## src/rtl/text_line_renderer.sv

```systemverilog
// Text line renderer: maps VGA pixel coordinates onto one line of 32x32 glyph cells,
// drives the glyph ROM mux and produces a registered RRGGBB pixel two clocks later.
module text_line_renderer #(
    parameter int unsigned NUM_CHARS = 16,
    parameter logic [9:0]  TEXT_X0   = 10'd64,
    parameter logic [9:0]  TEXT_Y0   = 10'd224,
    parameter logic [5:0]  FG_COLOR  = 6'b000000,
    parameter logic [5:0]  BG_COLOR  = 6'b111111
) (
    input  logic       clk,
    input  logic       reset,
    input  logic [9:0] pixel_x,
    input  logic [9:0] pixel_y,
    input  logic       video_on,
    input  logic       frame_start,
    input  logic       wr_en,
    input  logic [3:0] wr_addr,
    input  logic [5:0] wr_char,
    output logic [5:0] glyph_code,
    output logic [4:0] glyph_col,
    output logic [4:0] glyph_row,
    input  logic [5:0] glyph_data,
    output logic [5:0] rgb,
    output logic       rgb_valid
);

    // 11-bit bounds so a text line near the right/bottom edge cannot wrap at 1023
    localparam logic [10:0] X_LO  = {1'b0, TEXT_X0};
    localparam logic [10:0] X_HI  = X_LO + 11'(32 * NUM_CHARS);
    localparam logic [10:0] Y_LO  = {1'b0, TEXT_Y0};
    localparam logic [10:0] Y_HI  = Y_LO + 11'd32;
    localparam logic [4:0]  CELLS = 5'(NUM_CHARS);

    localparam logic [0:0] ST_IDLE  = 1'b0;
    localparam logic [0:0] ST_DIRTY = 1'b1;

    logic [0:0] buf_state;
    logic [5:0] active  [16];
    logic [5:0] pending [16];

    logic [8:0] dx;
    logic [4:0] dy;
    logic       in_text;
    logic       wr_ok;
    logic       do_swap;
    logic       vis1;
    logic       txt1;

    always_comb begin
        dx      = pixel_x[8:0] - TEXT_X0[8:0];
        dy      = pixel_y[4:0] - TEXT_Y0[4:0];
        in_text = video_on
                  && ({1'b0, pixel_x} >= X_LO) && ({1'b0, pixel_x} < X_HI)
                  && ({1'b0, pixel_y} >= Y_LO) && ({1'b0, pixel_y} < Y_HI);
        wr_ok   = wr_en && ({1'b0, wr_addr} < CELLS);
        do_swap = frame_start && (buf_state == ST_DIRTY);
    end

    // Swap copies the pre-edge pending contents; a coincident write lands afterwards
    // and keeps the buffer dirty for the next frame.
    always_ff @(posedge clk) begin
        if (reset) begin
            for (int unsigned i = 0; i < 16; i++) begin
                active[4'(i)]  <= '0;
                pending[4'(i)] <= '0;
            end
            buf_state <= ST_IDLE;
        end else begin
            if (do_swap) begin
                for (int unsigned i = 0; i < 16; i++) begin
                    active[4'(i)] <= pending[4'(i)];
                end
            end
            if (wr_ok) begin
                pending[wr_addr] <= wr_char;
            end
            if (wr_ok) begin
                buf_state <= ST_DIRTY;
            end else if (do_swap) begin
                buf_state <= ST_IDLE;
            end
        end
    end

    always_ff @(posedge clk) begin
        if (reset) begin
            glyph_code <= '0;
            glyph_col  <= '0;
            glyph_row  <= '0;
            vis1       <= 1'b0;
            txt1       <= 1'b0;
        end else begin
            glyph_code <= in_text ? active[dx[8:5]] : '0;
            glyph_col  <= dx[4:0];
            glyph_row  <= dy;
            vis1       <= video_on;
            txt1       <= in_text;
        end
    end

    always_ff @(posedge clk) begin
        if (reset) begin
            rgb       <= BG_COLOR;
            rgb_valid <= 1'b0;
        end else begin
            rgb_valid <= vis1;
            if (vis1 && txt1 && (glyph_code != '0) && (glyph_data == '0)) begin
                rgb <= FG_COLOR;
            end else begin
                rgb <= BG_COLOR;
            end
        end
    end

endmodule

```

## config.mk

```make
export PLATFORM = sky130hd
export DESIGN_NAME = text_line_renderer
export DESIGN_NICKNAME = d
export VERILOG_FILES = /design/src/rtl/text_line_renderer.sv
export SDC_FILE = /design/constraint.sdc
export NUM_CORES = 1
export LEC_CHECK = 0
export CORE_ASPECT_RATIO = 1.75
export CORE_MARGIN = 10
export CORE_UTILIZATION = 55
export DETAILED_ROUTE_END_ITERATION = 16
export GPL_TIMING_DRIVEN = 0
export PLACE_DENSITY = 0.8
export SYNTH_ARGS = -nofsm -noshare
export SYNTH_HDL_FRONTEND = slang
export SYNTH_SLANG_ARGS = --single-unit
```

## constraint.sdc

```tcl
create_clock -name clk -period 8.9 [get_ports clk]
set_input_delay 1.78 -clock clk [delete_from_list [all_inputs] [get_ports clk]]
set_output_delay 1.78 -clock clk [all_outputs]
set_load 0.02 [all_outputs]
```

==> results.md <==
- Outcome: finished, final reports clean
- Number of setup violations in the final report: 0
- Stages on worst setup path: 5
- CTS tree: yes
- Max rail drop VDD: 0.000106 V
- CTS Sinks: 213
- Port Buffer Count: 62
- Synth warn: 0
- Fmax: 237 MHz
- Distinct cells, synth: 40
- P_sw: 0.440 mW
- Setup Buffers After CTS: 0
- TritonCTS buffer count: 18
- Flop pwr share: 53.9%
- ANT cells: 0
- Share of post-route cells with drive strength above 1: 9.30%
- CP Data Required Time: 9.06 ns
- Critical path class: in2reg
- FF+latch count, synth: 213
- Clock root buffer: clkbuf_16
- Slowest cell delay on critical path: 0.70 ns
- Gp weighted congestion: 0.856
- Mapped Area: 8860 µm²
- Clock Pin Slew Worst Setup and Hold Paths: 0.07 ns
- Placed Cells: 845
- RSZ-0062 raised after global routing: no
- Die span in x: 116 µm
- Slew Limit Fails: 0
- Most frequent cell on the critical path: clkbuf_1
- Skew final: 0.00874 ns
- Area grow syn2layout: 17.3%
- CP cell instances: clkdlybuf4s50_1 > clkbuf_1 > clkbuf_1 > nand2b_4 > buf_16
- Chip height: 188 µm
- Sequential share of the synthesized area: 69.8%
- Ports: 64
- Slack of the worst reg-to-reg path: 7.24 ns
- Clock share of power: 39.2%
- CP Launch Type: input pin
- Syn Inst Count: 593
- Worst Reg-to-Reg Cells: 4
- Hold/Removal Path Class: reg2reg
- Detailed-route DRC error count: 0
- Delay-heaviest family, CP: buffers and inverters
- Critical path's slowest cell: clkdlybuf4s50_1
- Post-layout min period: 4.21 ns
- Initial antenna violation count: 0
- Net count, final: 719
- Non-Filler Instances: 877
- Via density: 5.56
- Die footprint: 21800 µm²
- Cell Pwr Density: 208 nW/µm²
- Hold path depth: 1
- Fill count: 1074
- CP arrival: 4.37 ns
- Antenna-violating nets left: 0
- Vias in the first global route: 5154
- First drt pass iteration count: 5
- Sw Ratio: 20.4%
- Maxcap violations: 0
- Vias: 4872
- P_leak: 3.82 nW
- # resized after CTS: 0
- CP Buf/Inv Count: 4
- Synth Area per Inst: 14.9 µm²
- Hold Buf Count CTS: 0
- Crit Path Max Fanout: 60
- Final Cycle Share: 47.3%
- Hpwl dp: 13300 µm
- Largest net degree at the start of global routing: 61
- First-pass GRT wire length: 28400 µm
- Total routed wirelength: 18400 µm
- Starting density of the core: 55.8%
- Comb power frac: 6.9%
- Post-synthesis net count: 636
- H-tree Lvls: 1
- Worst-Margin Slew: 0.832 ns
- Core area: 15900 µm²
- Clk buf depth: 3
- Routed wire per std cell: 21.0 µm
- Setup TNS: 0 ns
- Worst rel slew slack: 44.1%
- Endpoints failing hold: 0
- 1st-iter DRT viols: 331
- Std cell rows: 61
- Total Routing Usage GR: 17.4%
- GRT overflow: 0
- P_int: 1.72 mW
- CP endpoint kind: flop
- Later-pin clock latency in the skew report: 0.48 ns
layout make-up:
class / instances / area (µm²) / share of cell area (%)
Buffer: 34 / 198 / 1.90
Multi-Input combinational cell: 342 / 2470 / 23.8
Timing Repair Buffer: 63 / 648 / 6.23
Clock inverter: 10 / 155 / 1.49
Clock buffer: 22 / 487 / 4.68
Inverter: 4 / 15.0 / 0.144
Tap cell: 189 / 236 / 2.27
Sequential cell: 213 / 6190 / 59.5
layout by cell type, fill, tap and decap left out, types with 4 or more instances in the layout:
cell / synthesis / routed
edfxtp_1: 192 / 192
and2_1: 157 / 157
clkdlybuf4s50_1: 0 / 62
nor2b_1: 50 / 50
clkbuf_1: 21 / 24
mux2i_1: 24 / 24
dfxtp_1: 21 / 21
clkbuf_16: 0 / 19
nor2_1: 17 / 17
or2_2: 16 / 16
nand2_1: 10 / 10
mux4_1: 8 / 8
nor3_1: 7 / 7
a221oi_1: 7 / 7
nand2b_1: 7 / 6
buf_4: 5 / 5
inv_1: 4 / 4
mux4_2: 4 / 4
a311oi_1: 4 / 4
bufinv_16: 0 / 4
metal layers:
metal	part of all wire (%)	track usage, %	vias to the layer above	wire length, µm
met5	0	0	-	0
met4	7.0	11.9	0	1300
met3	5.2	2.94	70	958
met2	55	32.2	164	10100
met1	33	16.6	2353	6030
li1	-	-	2285	-
cell families after synthesis:
kind of cell | share of synthesized area, %
and+or+nand+nor | 18.9
DFF | 69.8
buffers and inverters | 2.40
muxes | 6.10
AOI/OAI and AO/OA | 2.33
xor gates and xnor gates | 0.198
adders and majority gates | 0.282
registers in the layout (all words and copies together) (netlist names):
name and flops:
active 96, pending 96, glyph_code 6, glyph_col 5, glyph_row 5, buf_state 1
rgb 1, rgb_valid 1, txt1 1, vis1 1
worst paths after layout:
| path | to | start |
|---|---|---|
| max | active[9][4]$_SDFFCE_PN0P_ | reset |
| min | rgb_valid$_SDFF_PP0_ | vis1$_SDFF_PP0_ |
| max reg2reg | active[3][0]$_SDFFCE_PN0P_ | buf_state$_SDFFE_PP0P_ |
| min reg2reg | rgb_valid$_SDFF_PP0_ | vis1$_SDFF_PP0_ |
Yosys cell counts:
| master | instances | area, µm² |
|---|---|---|
| a211o_1 | 1 | 8.76 |
| a211oi_1 | 1 | 7.51 |
| a21oi_1 | 3 | 15.0 |
| a221oi_1 | 7 | 61.3 |
| a221oi_2 | 1 | 15.0 |
| a22oi_1 | 3 | 22.5 |
| a311oi_1 | 4 | 35.0 |
| a41oi_1 | 3 | 26.3 |
| and2_1 | 157 | 982 |
| buf_1 | 1 | 3.75 |
| buf_12 | 2 | 40.0 |
| buf_2 | 3 | 15.0 |
| buf_4 | 5 | 37.5 |
| buf_6 | 2 | 22.5 |
| clkbuf_1 | 21 | 78.8 |
| dfxtp_1 | 21 | 420 |
| edfxtp_1 | 192 | 5770 |
| ha_1 | 2 | 25.0 |
| inv_1 | 4 | 15.0 |
| mux2i_1 | 24 | 240 |
| mux4_1 | 8 | 210 |
| mux4_2 | 4 | 90.1 |
| nand2_1 | 10 | 37.5 |
| nand2b_1 | 7 | 43.8 |
| nand4_1 | 2 | 12.5 |
| nand4b_1 | 1 | 8.76 |
| nand4bb_1 | 2 | 22.5 |
| nor2_1 | 17 | 63.8 |
| nor2b_1 | 50 | 313 |
| nor3_1 | 7 | 35.0 |
| nor3_2 | 1 | 10.0 |
| nor3b_1 | 2 | 15.0 |
| nor4_1 | 2 | 12.5 |
| nor4b_1 | 1 | 8.76 |
| o21ai_0 | 2 | 10.0 |
| o21ai_1 | 1 | 5.00 |
| or2_2 | 16 | 100 |
| or4b_1 | 1 | 10.0 |
| xnor2_1 | 1 | 8.76 |
| xor2_1 | 1 | 8.76 |
stage by stage:
step / utilization [%] / instance area [µm²] / power [mW] / hold slack [ns] / setup slack [ns]
2_1_floorplan: - / 8860 / 1.27 / 0.449 / 3.79
3_3_place_gp: 61.2 / 9720 / 1.33 / 0.468 / 1.93
3_5_place_dp: 61.5 / 9760 / 1.34 / 0.475 / 4.17
4_1_cts: 65.5 / 10400 / 2.17 / 0.485 / 4.69
5_1_grt: 65.5 / 10400 / 2.22 / 0.499 / 4.49
6_report: 65.5 / 10400 / 2.16 / 0.480 / 4.69
power by group through the flow:
stage / clock network [mW] / logic, mW / registers [mW]
2_1_floorplan: 0 / 0.0838 / 1.18
3_3_place_gp: 0 / 0.142 / 1.19
3_5_place_dp: 0 / 0.150 / 1.19
4_1_cts: 0.849 / 0.151 / 1.17
5_1_grt: 0.892 / 0.162 / 1.17
6_report: 0.847 / 0.150 / 1.16
Note: power is estimated with default switching activity, not from simulation.
